### src/rtl/inflation_pkg.sv
// -----------------------------------------------------------------------------
// inflation_pkg
//   Types and derivations shared by the map-inflation blocks (scheduler, weight
//   loader, row accumulator).
//   - sched_state_t  : scheduler FSM states
//   - ceil_div       : integer ceiling division used for beat-count derivations
//   - num_w_words    : AXI-Stream beats needed to carry one KxK weight kernel
//   - num_transfers  : AXI-Stream beats needed to carry one K-pixel input row
// -----------------------------------------------------------------------------
package inflation_pkg;

  typedef enum logic [2:0] {
    IDLE   = 3'd0,
    LOAD_W = 3'd1,
    STREAM = 3'd2,
    DRAIN  = 3'd3,
    DONE   = 3'd4
  } sched_state_t;

  function automatic int ceil_div(input int a, input int b);
    return (a + b - 1) / b;
  endfunction

  function automatic int num_w_words(input int kernel_size, input int data_width,
                                     input int bus_width);
    return ceil_div(kernel_size * kernel_size * data_width, bus_width);
  endfunction

  function automatic int num_transfers(input int kernel_size, input int data_width,
                                       input int bus_width);
    return ceil_div(kernel_size * data_width, bus_width);
  endfunction

endpackage

### src/rtl/inflation_stream_scheduler_if.sv
// -----------------------------------------------------------------------------
// inflation_stream_scheduler_if
//   One AXI-Stream link (tdata / tvalid / tready) between the scheduler and its
//   neighbours.
//   Parameter: BUS_WIDTH - tdata width.
//   Modports : master drives tdata/tvalid and observes tready,
//              slave  observes tdata/tvalid and drives tready.
//
//   Handshake: a beat transfers on a rising clk edge where tvalid && tready are
//   both high. Once raised, the master holds tvalid and tdata stable until the
//   beat transfers; tready may change freely and never depends on a registered
//   copy of tvalid.
// -----------------------------------------------------------------------------
interface inflation_stream_scheduler_if #(
  parameter int BUS_WIDTH = 32
);
  logic [BUS_WIDTH-1:0] tdata;
  logic                 tvalid;
  logic                 tready;

  modport master (output tdata, output tvalid, input tready);
  modport slave  (input tdata, input tvalid, output tready);
endinterface

### src/rtl/axis_beat_counter.sv
// -----------------------------------------------------------------------------
// axis_beat_counter
//   Counts handshake beats. clr has priority over inc.
//   Ports: clk, rstn (sync, active-low), clr, inc, cnt[WIDTH-1:0].
// -----------------------------------------------------------------------------
module axis_beat_counter #(
  parameter int WIDTH = 8
) (
  input  logic             clk,
  input  logic             rstn,
  input  logic             clr,
  input  logic             inc,
  output logic [WIDTH-1:0] cnt
);
  logic [WIDTH-1:0] cnt_q;
  logic [WIDTH-1:0] cnt_d;

  always_comb begin
    cnt_d = cnt_q;
    if (clr) begin
      cnt_d = '0;
    end else if (inc) begin
      cnt_d = cnt_q + WIDTH'(1);
    end
  end

  always_ff @(posedge clk) begin
    if (!rstn) begin
      cnt_q <= '0;
    end else begin
      cnt_q <= cnt_d;
    end
  end

  assign cnt = cnt_q;
endmodule

### src/rtl/inflation_stream_scheduler.sv
// -----------------------------------------------------------------------------
// inflation_stream_scheduler
//   Sequences one map-inflation job over a single DMA AXI-Stream input: the
//   first NUM_W_WORDS beats go to the weight loader, the next
//   num_rows*NUM_TRANSFERS beats go to the row accumulator. The block then waits
//   for the accumulator to emit num_rows rows, flags the last one and pulses
//   done. Stream routing is purely combinational (zero latency).
//
//   Optional feature macro: STALL_TIMEOUT_EN
//     defined   : stall watchdog; TIMEOUT_CYCLES cycles without any w/a/row
//                 handshake sets sticky timeout and forces the job to DONE.
//     undefined : no watchdog, timeout tied low.
//
//   Ports:
//     clk, rstn          clock, synchronous active-low reset
//     start, num_rows    job start pulse (ignored while busy), row count
//     busy, done         job in progress, one-cycle completion pulse
//     timeout            sticky stall flag, cleared by the next accepted start
//     s_axis (slave)     DMA MM2S stream in
//     w_axis (master)    to weight loader
//     a_axis (master)    to row accumulator slave port
//     acc_enable         accumulator enable (low clears the accumulator)
//     row_tvalid/tready  snooped accumulator output handshake
//     row_tlast          marks the final row of the job
//     dbg_state          current FSM state
// -----------------------------------------------------------------------------
module inflation_stream_scheduler
  import inflation_pkg::*;
#(
  parameter int KERNEL_SIZE    = 3,
  parameter int DATA_WIDTH     = 8,
  parameter int BUS_WIDTH      = 32,
  parameter int ROWS_WIDTH     = 16,
  parameter int TIMEOUT_CYCLES = 4096
) (
  input  logic                  clk,
  input  logic                  rstn,
  input  logic                  start,
  input  logic [ROWS_WIDTH-1:0] num_rows,
  output logic                  busy,
  output logic                  done,
  output logic                  timeout,
  inflation_stream_scheduler_if.slave  s_axis,
  inflation_stream_scheduler_if.master w_axis,
  inflation_stream_scheduler_if.master a_axis,
  output logic                  acc_enable,
  input  logic                  row_tvalid,
  input  logic                  row_tready,
  output logic                  row_tlast,
  output sched_state_t          dbg_state
);
  localparam int NUM_W_WORDS   = num_w_words(KERNEL_SIZE, DATA_WIDTH, BUS_WIDTH);
  localparam int NUM_TRANSFERS = num_transfers(KERNEL_SIZE, DATA_WIDTH, BUS_WIDTH);
  localparam int W_CNT_W       = $clog2(NUM_W_WORDS + 1);
  // One spare bit so rows_q*NUM_TRANSFERS (and in_words+1) never truncate.
  localparam int IN_W          = ROWS_WIDTH + $clog2(NUM_TRANSFERS) + 1;

  sched_state_t          state_q, state_d;
  logic [ROWS_WIDTH-1:0] rows_q, rows_d;
  logic                  acc_enable_q, acc_enable_d;

  logic                  cnt_clr;
  logic                  w_hs, a_hs, row_hs;
  logic [W_CNT_W-1:0]    w_cnt;
  logic [IN_W-1:0]       in_words;
  logic [IN_W-1:0]       in_target;
  logic [ROWS_WIDTH-1:0] rows_out;
  logic [ROWS_WIDTH-1:0] rows_out_next;
  logic                  wd_expire;

  // ---------------------------------------------------------------------------
  // Stream routing
  // ---------------------------------------------------------------------------
  assign w_axis.tdata  = s_axis.tdata;
  assign a_axis.tdata  = s_axis.tdata;
  assign w_axis.tvalid = (state_q == LOAD_W) && s_axis.tvalid;
  assign a_axis.tvalid = (state_q == STREAM) && s_axis.tvalid;

  always_comb begin
    s_axis.tready = 1'b0;
    case (state_q)
      LOAD_W:  s_axis.tready = w_axis.tready;
      STREAM:  s_axis.tready = a_axis.tready;
      default: s_axis.tready = 1'b0;
    endcase
  end

  assign w_hs   = (state_q == LOAD_W) && s_axis.tvalid && w_axis.tready;
  assign a_hs   = (state_q == STREAM) && s_axis.tvalid && a_axis.tready;
  assign row_hs = ((state_q == STREAM) || (state_q == DRAIN)) && row_tvalid && row_tready;

  // ---------------------------------------------------------------------------
  // Beat counters, all cleared when a job is accepted
  // ---------------------------------------------------------------------------
  axis_beat_counter #(.WIDTH(W_CNT_W)) u_w_cnt (
    .clk (clk), .rstn (rstn), .clr (cnt_clr), .inc (w_hs), .cnt (w_cnt)
  );

  axis_beat_counter #(.WIDTH(IN_W)) u_in_cnt (
    .clk (clk), .rstn (rstn), .clr (cnt_clr), .inc (a_hs), .cnt (in_words)
  );

  axis_beat_counter #(.WIDTH(ROWS_WIDTH)) u_row_cnt (
    .clk (clk), .rstn (rstn), .clr (cnt_clr), .inc (row_hs), .cnt (rows_out)
  );

  assign in_target     = IN_W'(rows_q) * IN_W'(NUM_TRANSFERS);
  // Including this cycle's row beat lets DONE follow the last row by one cycle.
  assign rows_out_next = rows_out + ROWS_WIDTH'(row_hs);

  // ---------------------------------------------------------------------------
  // Stall watchdog
  // ---------------------------------------------------------------------------
`ifdef STALL_TIMEOUT_EN
  localparam int WD_W = $clog2(TIMEOUT_CYCLES + 1);

  logic [WD_W-1:0] wd_q, wd_d;
  logic            timeout_q, timeout_d;
  logic            wd_active;

  assign wd_active = (state_q == LOAD_W) || (state_q == STREAM) || (state_q == DRAIN);

  always_comb begin
    wd_d      = '0;
    wd_expire = 1'b0;
    if (wd_active && !(w_hs || a_hs || row_hs)) begin
      if (wd_q == WD_W'(TIMEOUT_CYCLES - 1)) begin
        wd_expire = 1'b1;
      end else begin
        wd_d = wd_q + WD_W'(1);
      end
    end
  end

  always_comb begin
    timeout_d = timeout_q;
    if ((state_q == IDLE) && start) begin
      timeout_d = 1'b0;
    end else if (wd_expire) begin
      timeout_d = 1'b1;
    end
  end

  always_ff @(posedge clk) begin
    if (!rstn) begin
      wd_q      <= '0;
      timeout_q <= 1'b0;
    end else begin
      wd_q      <= wd_d;
      timeout_q <= timeout_d;
    end
  end

  assign timeout = timeout_q;
`else
  assign wd_expire = 1'b0;
  assign timeout   = 1'b0;
`endif

  // ---------------------------------------------------------------------------
  // Job FSM
  // ---------------------------------------------------------------------------
  always_comb begin
    state_d      = state_q;
    rows_d       = rows_q;
    acc_enable_d = acc_enable_q;
    cnt_clr      = 1'b0;
    case (state_q)
      IDLE: begin
        if (start) begin
          cnt_clr = 1'b1;
          rows_d  = num_rows;
          state_d = (num_rows != '0) ? LOAD_W : DONE;
        end
      end
      LOAD_W: begin
        if (w_hs && (w_cnt == W_CNT_W'(NUM_W_WORDS - 1))) begin
          state_d      = STREAM;
          acc_enable_d = 1'b1;
        end
      end
      STREAM: begin
        if (a_hs && ((in_words + IN_W'(1)) == in_target)) begin
          state_d = DRAIN;
        end
      end
      DRAIN: begin
        if (rows_out_next == rows_q) begin
          state_d = DONE;
        end
      end
      DONE: begin
        acc_enable_d = 1'b0;
        state_d      = IDLE;
      end
      default: state_d = IDLE;
    endcase
    if (wd_expire) begin
      state_d = DONE;
    end
  end

  always_ff @(posedge clk) begin
    if (!rstn) begin
      state_q      <= IDLE;
      rows_q       <= '0;
      acc_enable_q <= 1'b0;
    end else begin
      state_q      <= state_d;
      rows_q       <= rows_d;
      acc_enable_q <= acc_enable_d;
    end
  end

  assign busy       = (state_q != IDLE);
  assign done       = (state_q == DONE);
  assign acc_enable = acc_enable_q;
  assign row_tlast  = row_tvalid && (rows_out == (rows_q - ROWS_WIDTH'(1)));
  assign dbg_state  = state_q;
endmodule
### src/flat_wrapper.sv
// flat-port wrapper written by rule: the top's interface ports become plain ports
module inflation_stream_scheduler_flat import inflation_pkg::*;
#(
  parameter int KERNEL_SIZE    = 3,
  parameter int DATA_WIDTH     = 8,
  parameter int BUS_WIDTH      = 32,
  parameter int ROWS_WIDTH     = 16,
  parameter int TIMEOUT_CYCLES = 4096
)
  (clk, rstn, start, num_rows, busy, done, timeout, acc_enable, row_tvalid, row_tready, row_tlast, dbg_state, s_axis_tdata, s_axis_tvalid, s_axis_tready, w_axis_tdata, w_axis_tvalid, w_axis_tready, a_axis_tdata, a_axis_tvalid, a_axis_tready);
  inflation_stream_scheduler_if #(.BUS_WIDTH(BUS_WIDTH)) s_axis_i ();
  inflation_stream_scheduler_if #(.BUS_WIDTH(BUS_WIDTH)) w_axis_i ();
  inflation_stream_scheduler_if #(.BUS_WIDTH(BUS_WIDTH)) a_axis_i ();
  input  logic clk;
  input  logic rstn;
  input  logic start;
  input  logic [ROWS_WIDTH-1:0] num_rows;
  output logic busy;
  output logic done;
  output logic timeout;
  output logic acc_enable;
  input  logic row_tvalid;
  input  logic row_tready;
  output logic row_tlast;
  output sched_state_t dbg_state;
  input wire logic [$bits(s_axis_i.tdata)-1:0] s_axis_tdata;
  input wire logic [$bits(s_axis_i.tvalid)-1:0] s_axis_tvalid;
  output wire logic [$bits(s_axis_i.tready)-1:0] s_axis_tready;
  output wire logic [$bits(w_axis_i.tdata)-1:0] w_axis_tdata;
  output wire logic [$bits(w_axis_i.tvalid)-1:0] w_axis_tvalid;
  input wire logic [$bits(w_axis_i.tready)-1:0] w_axis_tready;
  output wire logic [$bits(a_axis_i.tdata)-1:0] a_axis_tdata;
  output wire logic [$bits(a_axis_i.tvalid)-1:0] a_axis_tvalid;
  input wire logic [$bits(a_axis_i.tready)-1:0] a_axis_tready;
  assign s_axis_i.tdata = s_axis_tdata;
  assign s_axis_i.tvalid = s_axis_tvalid;
  assign s_axis_tready = s_axis_i.tready;
  assign w_axis_tdata = w_axis_i.tdata;
  assign w_axis_tvalid = w_axis_i.tvalid;
  assign w_axis_i.tready = w_axis_tready;
  assign a_axis_tdata = a_axis_i.tdata;
  assign a_axis_tvalid = a_axis_i.tvalid;
  assign a_axis_i.tready = a_axis_tready;
  inflation_stream_scheduler #(.KERNEL_SIZE(KERNEL_SIZE), .DATA_WIDTH(DATA_WIDTH), .BUS_WIDTH(BUS_WIDTH), .ROWS_WIDTH(ROWS_WIDTH), .TIMEOUT_CYCLES(TIMEOUT_CYCLES)) u_core (.clk(clk), .rstn(rstn), .start(start), .num_rows(num_rows), .busy(busy), .done(done), .timeout(timeout), .s_axis(s_axis_i), .w_axis(w_axis_i), .a_axis(a_axis_i), .acc_enable(acc_enable), .row_tvalid(row_tvalid), .row_tready(row_tready), .row_tlast(row_tlast), .dbg_state(dbg_state));
endmodule
### config.mk
export PLATFORM = sky130hd
export DESIGN_NAME = inflation_stream_scheduler_flat
export DESIGN_NICKNAME = d
export VERILOG_FILES = /design/src/rtl/inflation_pkg.sv /design/src/rtl/inflation_stream_scheduler_if.sv /design/src/rtl/axis_beat_counter.sv /design/src/rtl/inflation_stream_scheduler.sv /design/src/flat_wrapper.sv
export SDC_FILE = /design/constraint.sdc
export NUM_CORES = 1
export LEC_CHECK = 0
export CORE_MARGIN = 4
export CORE_UTILIZATION = 44
export CTS_CLUSTER_DIAMETER = 80
export DETAILED_ROUTE_END_ITERATION = 10
export PLACE_DENSITY = 0.77
export SKIP_CTS_REPAIR_TIMING = 1
export SLEW_MARGIN = 10
export SYNTH_ARGS = -nofsm -noshare
export SYNTH_HDL_FRONTEND = slang
export SYNTH_HIERARCHICAL = 1
export SYNTH_SLANG_ARGS = --single-unit
export TNS_END_PERCENT = 5
### constraint.sdc
create_clock -name clk -period 3.2 [get_ports clk]
set_input_delay 0.96 -clock clk [delete_from_list [all_inputs] [get_ports clk]]
set_output_delay 0.96 -clock clk [all_outputs]
set_load 0.01 [all_outputs]
Yosys cells after proc, flatten, opt, wreduce, memory -nomap -nowiden. Index checks and enable logic that the tools add are counted. Widths: inputs -> output; s select.

Reductions and logical operators: 18. Bitwise gates (word level): 1. Equal/unequal tests: 12. $add $sub $neg: 5. Multiplexer cells: 11.

Operator list (number): $eq 16x16->1 (2); $add 17x1->17 const B (1); $eq 17x16->1 (1); $add 16x1->16 (1); $add 16x1->16 const B (1); $reduce_bool 16->1 (1); $sub 16x1->16 const B (1); $mux 3 (5); $pmux 3 s4 (1); $logic_and 1x1->1 (9); $ne 2x2->1 const B (4); $eq 3x2->1 const B (2); $pmux 1 s2 (2); $reduce_and 2->1 (2); $reduce_and 4->1 (1); $eq 3x1->1 const B (1); $eq 3x3->1 const B (1); $logic_not 3->1 (1); $mux 1 (3); $reduce_bool 3->1 (1); $add 2x1->2 const B (1); $eq 2x2->1 const B (1); $reduce_bool 2->1 (1); $reduce_or 2->1 (1); 2 further kinds (2).

Bits of input ports: 56. Logic and storage cells: 53. Bits in registers: 55.

Depth between registers and ports, before layout. Gate-level depths: netlist of run 1.

Depth in word-level cells: 8. Depth in mapped cells: 12. Gate-level depth less buffers: 11.

By module. Netlist of run 1, hierarchy kept.

Modules (own cells, without submodules): inflation_stream_scheduler (times used 1, cells an instance 413, area each 3035.4 sq um); axis_beat_counter (u_core.u_in_cnt) (times used 1, cells an instance 89, area each 815.8 sq um); axis_beat_counter (u_core.u_row_cnt) (times used 1, cells an instance 82, area each 708.2 sq um); axis_beat_counter (u_core.u_w_cnt) (times used 1, cells an instance 8, area each 85.1 sq um).

Least setup slack after synthesis of run 1. OpenSTA, ideal clock, no wires.

Path kind: input -> register. Start: input row_tready. End: register u_core.state_q[0] (netlist: u_core/dbg_state[0]). Arrival: 3264 ps. Stages on the path: 10. Setup slack: -160 ps. Buffers on the path: 0. Cell sequence: and3_1 ha_1 ha_1 nand3_2 xnor2_1 or3b_1 a221oi_1 nand4b_1 o21a_1 o41ai_2.

Cells in the longest elaborated chain, start to end: 5.

Ends and longest elaborated chain: from (decl) (RTL line flat_wrapper.sv:23) `input logic row_tready;`; $logic_and 1x1->1 (RTL line inflation_stream_scheduler.sv:90) `assign row_hs = ((state_q == STREAM) || (state_q == DRAIN)) && row_tvalid && row_tready;`; $add 16x1->16 (RTL line inflation_stream_scheduler.sv:109) `assign rows_out_next = rows_out + ROWS_WIDTH'(row_hs);`; $eq 16x16->1 (RTL line inflation_stream_scheduler.sv:188) `if (rows_out_next == rows_q) begin`; $ne 2x2->1 (no line); $reduce_and 4->1 (no line); to (signal assigned) (RTL line inflation_stream_scheduler.sv:209) `state_q <= state_d;`; to (decl) (RTL line inflation_stream_scheduler.sv:58) `sched_state_t state_q, state_d;`.

Every way passes these cells. A chain may end at the register's enable or synchronous reset.

Worst setup path after layout of run 1.
Start: register u_core.rows_q[0]. End: output row_tlast.

Cells in the longest elaborated chain, start to end: 3.

Ends and longest elaborated chain: from (decl) (RTL line inflation_stream_scheduler.sv:59) `logic [ROWS_WIDTH-1:0] rows_q, rows_d;`; from (signal assigned) (RTL line inflation_stream_scheduler.sv:210) `rows_q <= rows_d;`; $sub 16x1->16 (RTL line inflation_stream_scheduler.sv:218) `assign row_tlast = row_tvalid && (rows_out == (rows_q - ROWS_WIDTH'(1)));`; $eq 16x16->1 (RTL line inflation_stream_scheduler.sv:218); $logic_and 1x1->1 (RTL line inflation_stream_scheduler.sv:218); to (decl) (RTL line flat_wrapper.sv:24) `output logic row_tlast;`.

Every way passes these cells.

==> results of run 1 <==
[metal layers]
layer / vias up / wire length, um
li1: 2061 / -
met1: 2002 / 5250
met2: 148 / 5660
met3: 50 / 667
met4: 0 / 452
met5: - / 0
[registers in the layout, summed over array words and instances, names as in the netlist]
name	cells
u_core/u_in_cnt/cnt	17
u_core/rows_q	16
u_core/u_row_cnt/cnt	16
u_core/dbg_state	3
u_core/u_w_cnt/cnt	2
u_core/acc_enable	1
[critical path: stages, from the launching register on]
cell and delay (ns):
dfxtp_2 0.37, inv_1 0.05, ha_2 0.18, buf_4 0.13
xor2_1 0.15, or3_1 0.33, a21oi_2 0.17, a31oi_1 0.08
nor4_2 0.34, nand3_1 0.14, a211oi_2 0.19, buf_2 0.17
[power groups by stage]
stage | registers (mW) | clock network, mW | logic (mW)
after floorplan | 0.789 | 0 | 0.765
after global placement | 0.795 | 0 | 1.07
after detailed placement | 0.798 | 0 | 1.11
after CTS | 0.783 | 0.423 | 1.11
after global routing | 0.793 | 0.445 | 1.27
final | 0.786 | 0.410 | 1.17
[cells in the final DEF (no fill, tap or decap), drive strengths merged, types with 5 or more instances in the layout]
cell and count:
nor3b 6, nand2 61, o21ai 14, xor2 25, nand4 19, and3 6, nand3b 6, clkbuf 5
dfxtp 55, xnor2 45, and4 8, nand3 20, nor3 24, ha 6, nor2 50, a21boi 16
or4 7, a211oi 6, o31ai 5, a31oi 10, nor4 17, mux2i 5, clkdlybuf4s50 30, buf 69
or3 10, inv 17, a21oi 18
[synthesized netlist by cell type (15+ instances only)]
cell type | instances | area (sq um)
inv_1 | 15 | 56.3
nand2_1 | 61 | 229
a21oi_1 | 17 | 85.1
dfxtp_1 | 55 | 1100
buf_4 | 66 | 495
nor3_1 | 24 | 120
nor4_1 | 15 | 93.8
xnor2_1 | 45 | 394
xor2_1 | 25 | 219
a21boi_0 | 16 | 120
nor2_1 | 50 | 188
nand3_1 | 17 | 85.1
[logic make-up (layout without fill, tap and decap cells)]
family / after synthesis / in the layout / synth area share, %
XOR/XNOR: 70 / 70 / 13.2
AO/OA/AOI/OAI: 94 / 94 / 14.1
other: 1 / 1 / 0.0807
buffers and inverters: 109 / 124 / 14.9
flip-flops: 55 / 55 / 23.7
multiplexers: 5 / 5 / 1.08
AND/OR/NAND/NOR: 252 / 252 / 31.2
adder cells (fa/ha/maj): 6 / 6 / 1.62
[final cells by class]
class	count	area share, %
clock buffers	5	1.33
clock inverters	2	0.338
inverters	16	1.16
multi-input cells	428	56.2
flip-flops and latches	55	21.3
well taps	136	3.28
repair buffers	101	16.4
[worst paths after layout]
| kind | to | cells past startpoint |
|---|---|---|
| max | row_tlast | 11 |
| min | u_core/u_row_cnt/cnt[15] | 2 |
| max reg2reg | u_core/dbg_state[0] | 11 |
| min reg2reg | u_core/u_row_cnt/cnt[15] | 2 |
==> run_results.csv, run 1 <==
group,metric,value,unit
status,status,"finished, violations left",
status,violations,"setup timing",
power,swShare,38.5,%
cts,cts_max_level,2,
cts,clk_latency,0.33,ns
cells_and_area,n_fill_cell,966,
sta,setup_viol,4,
global_routing,antenna_found_initial,0,
worst_hold_path,min-delay-start,"u_core/u_row_cnt/cnt[15]",
die,fp.dieH,111,um
route,dr.pass1.iters,5,
sta,setup_tns,-0.896,ns
sta,hold_viol_final,0,
worst_hold_path,hold_class,"reg -> reg",
cells_and_area,diodes,0,
cells_and_area,fin_area,5180,sq um
route,vias_per_cell,5.73,
run,maxCapViolCount,0,
cells_and_area,syn_to_final_growth,11.6,%
sta,finalCritPeriodShare,112,%
yosys,syn-cell-area,4640,sq um
setup_path,critical_path.max_fanout,3,
power,power_leakage,1.90,nW
global_routing,track_usage,19.4,%
sta,min_period,3.58,ns
die,initial_core_util,45.0,%
yosys,yosysWarnings,6,
sta,maxSlewViolCount,0,
cts,clk_pin_slew,0.11,ns
global_routing,grt_max_degree,26,
route,routed_wl,12000,um
power,fin_total_pwr,2.37,mW
yosys,ys_ff_latch,55,
place,io_buffers,33,
die,die_x,111,um
setup_path,crit_path_start,"u_core/rows_q[0]",
power,power.share.clock,17.3,%
place,routabilityCongestion,0.928,
global_routing,use_met3,2.62,%
global_routing,grt_pass1_vias,4285,
power,max-vdd-ir-drop,0.499,mV
die,core_region_area,10300,sq um
cts,cts_tree,"yes",
power,power_frac_seq,33.2,%
sta,slew_headroom,63.5,%
yosys,yosysUniqueCellTypes,67,
yosys,ys_seq_area_share,23.7,%
cts,root_buffer,"clkbuf_8",
yosys,synthCells,592,
setup_path,critPathKind,"reg -> out",
die,fp-row-count,37,
sta,fmax,280,MHz
sta,worst_pin_slew,0.547,ns
power,intPower,1.45,mW
place,dpl.hpwl,9170,um
setup_path,cp.required,2.24,ns
route,route.detailed.drc,0,
route,drtAntennaViolNets,0,
cells_and_area,fin_cells,743,
yosys,syn_nets,654,
global_routing,met2_usage,31.8,%
global_routing,grt-busiest-layer,"met2",
sta,fin_skew,0.0144,ns
global_routing,grt_pass1_wl,20300,um
global_routing,grt-ovfl-total,0,
power,p_switching,0.912,mW
yosys,syn_avg_cell_area,7.85,sq um
place,dp_cells,735,
yosys,synth_edf_count,0,
cells_and_area,post-route-util,50.2,%
sta,setup_slack,-0.377,ns
route,wl_per_cell,16.2,um
sta,whs,0.529,ns
place,dpl_worst_slack,-0.642,ns
setup_path,cp.arrival,2.62,ns
setup_path,r2r-start,"u_core/dbg_state[1]",
global_routing,grt.met1_usage,25.0,%
setup_path,rrSetupSlack,0.20,ns
setup_path,end_kind,"output pin",
setup_path,start_kind,"register",
die,io_pins,131,
route,dr.first_iter.drc_count,254,
power,combPwrFrac,49.4,%
cells_and_area,seq_area,1100,sq um
cells_and_area,fin_nets,669,
yosys,ys.flop_type,"dfxtp_1",
die,dieArea,12300,sq um
cts,clock-sinks,55,
cells_and_area,layout-drive-gt1-share,19.1,%
cts,cts_buffers,5,
route,vias,4261,
cts,clockBufferDepth,2,
yosys,synthArstFlopShare,0,%
cells_and_area,multi_input_area,2910,sq um
place,dpl-instance-area,5040,sq um
power,power.density,456,nW/um^2
sta,rsz0062_at_grt,"true",
Note: power is estimated with default switching activity, not from simulation.
==> run 2: changes to the inputs <==
--- a/config.mk
+++ b/config.mk
@@ -5,6 +5,7 @@
 export SDC_FILE = /design/constraint.sdc
 export NUM_CORES = 1
 export LEC_CHECK = 0
+export CAP_MARGIN = 30
 export CORE_MARGIN = 4
 export CORE_UTILIZATION = 44
 export CTS_CLUSTER_DIAMETER = 80
==> results of run 2 <==
Same layout as run 1: the final DEF is identical, and so are final timing and power.
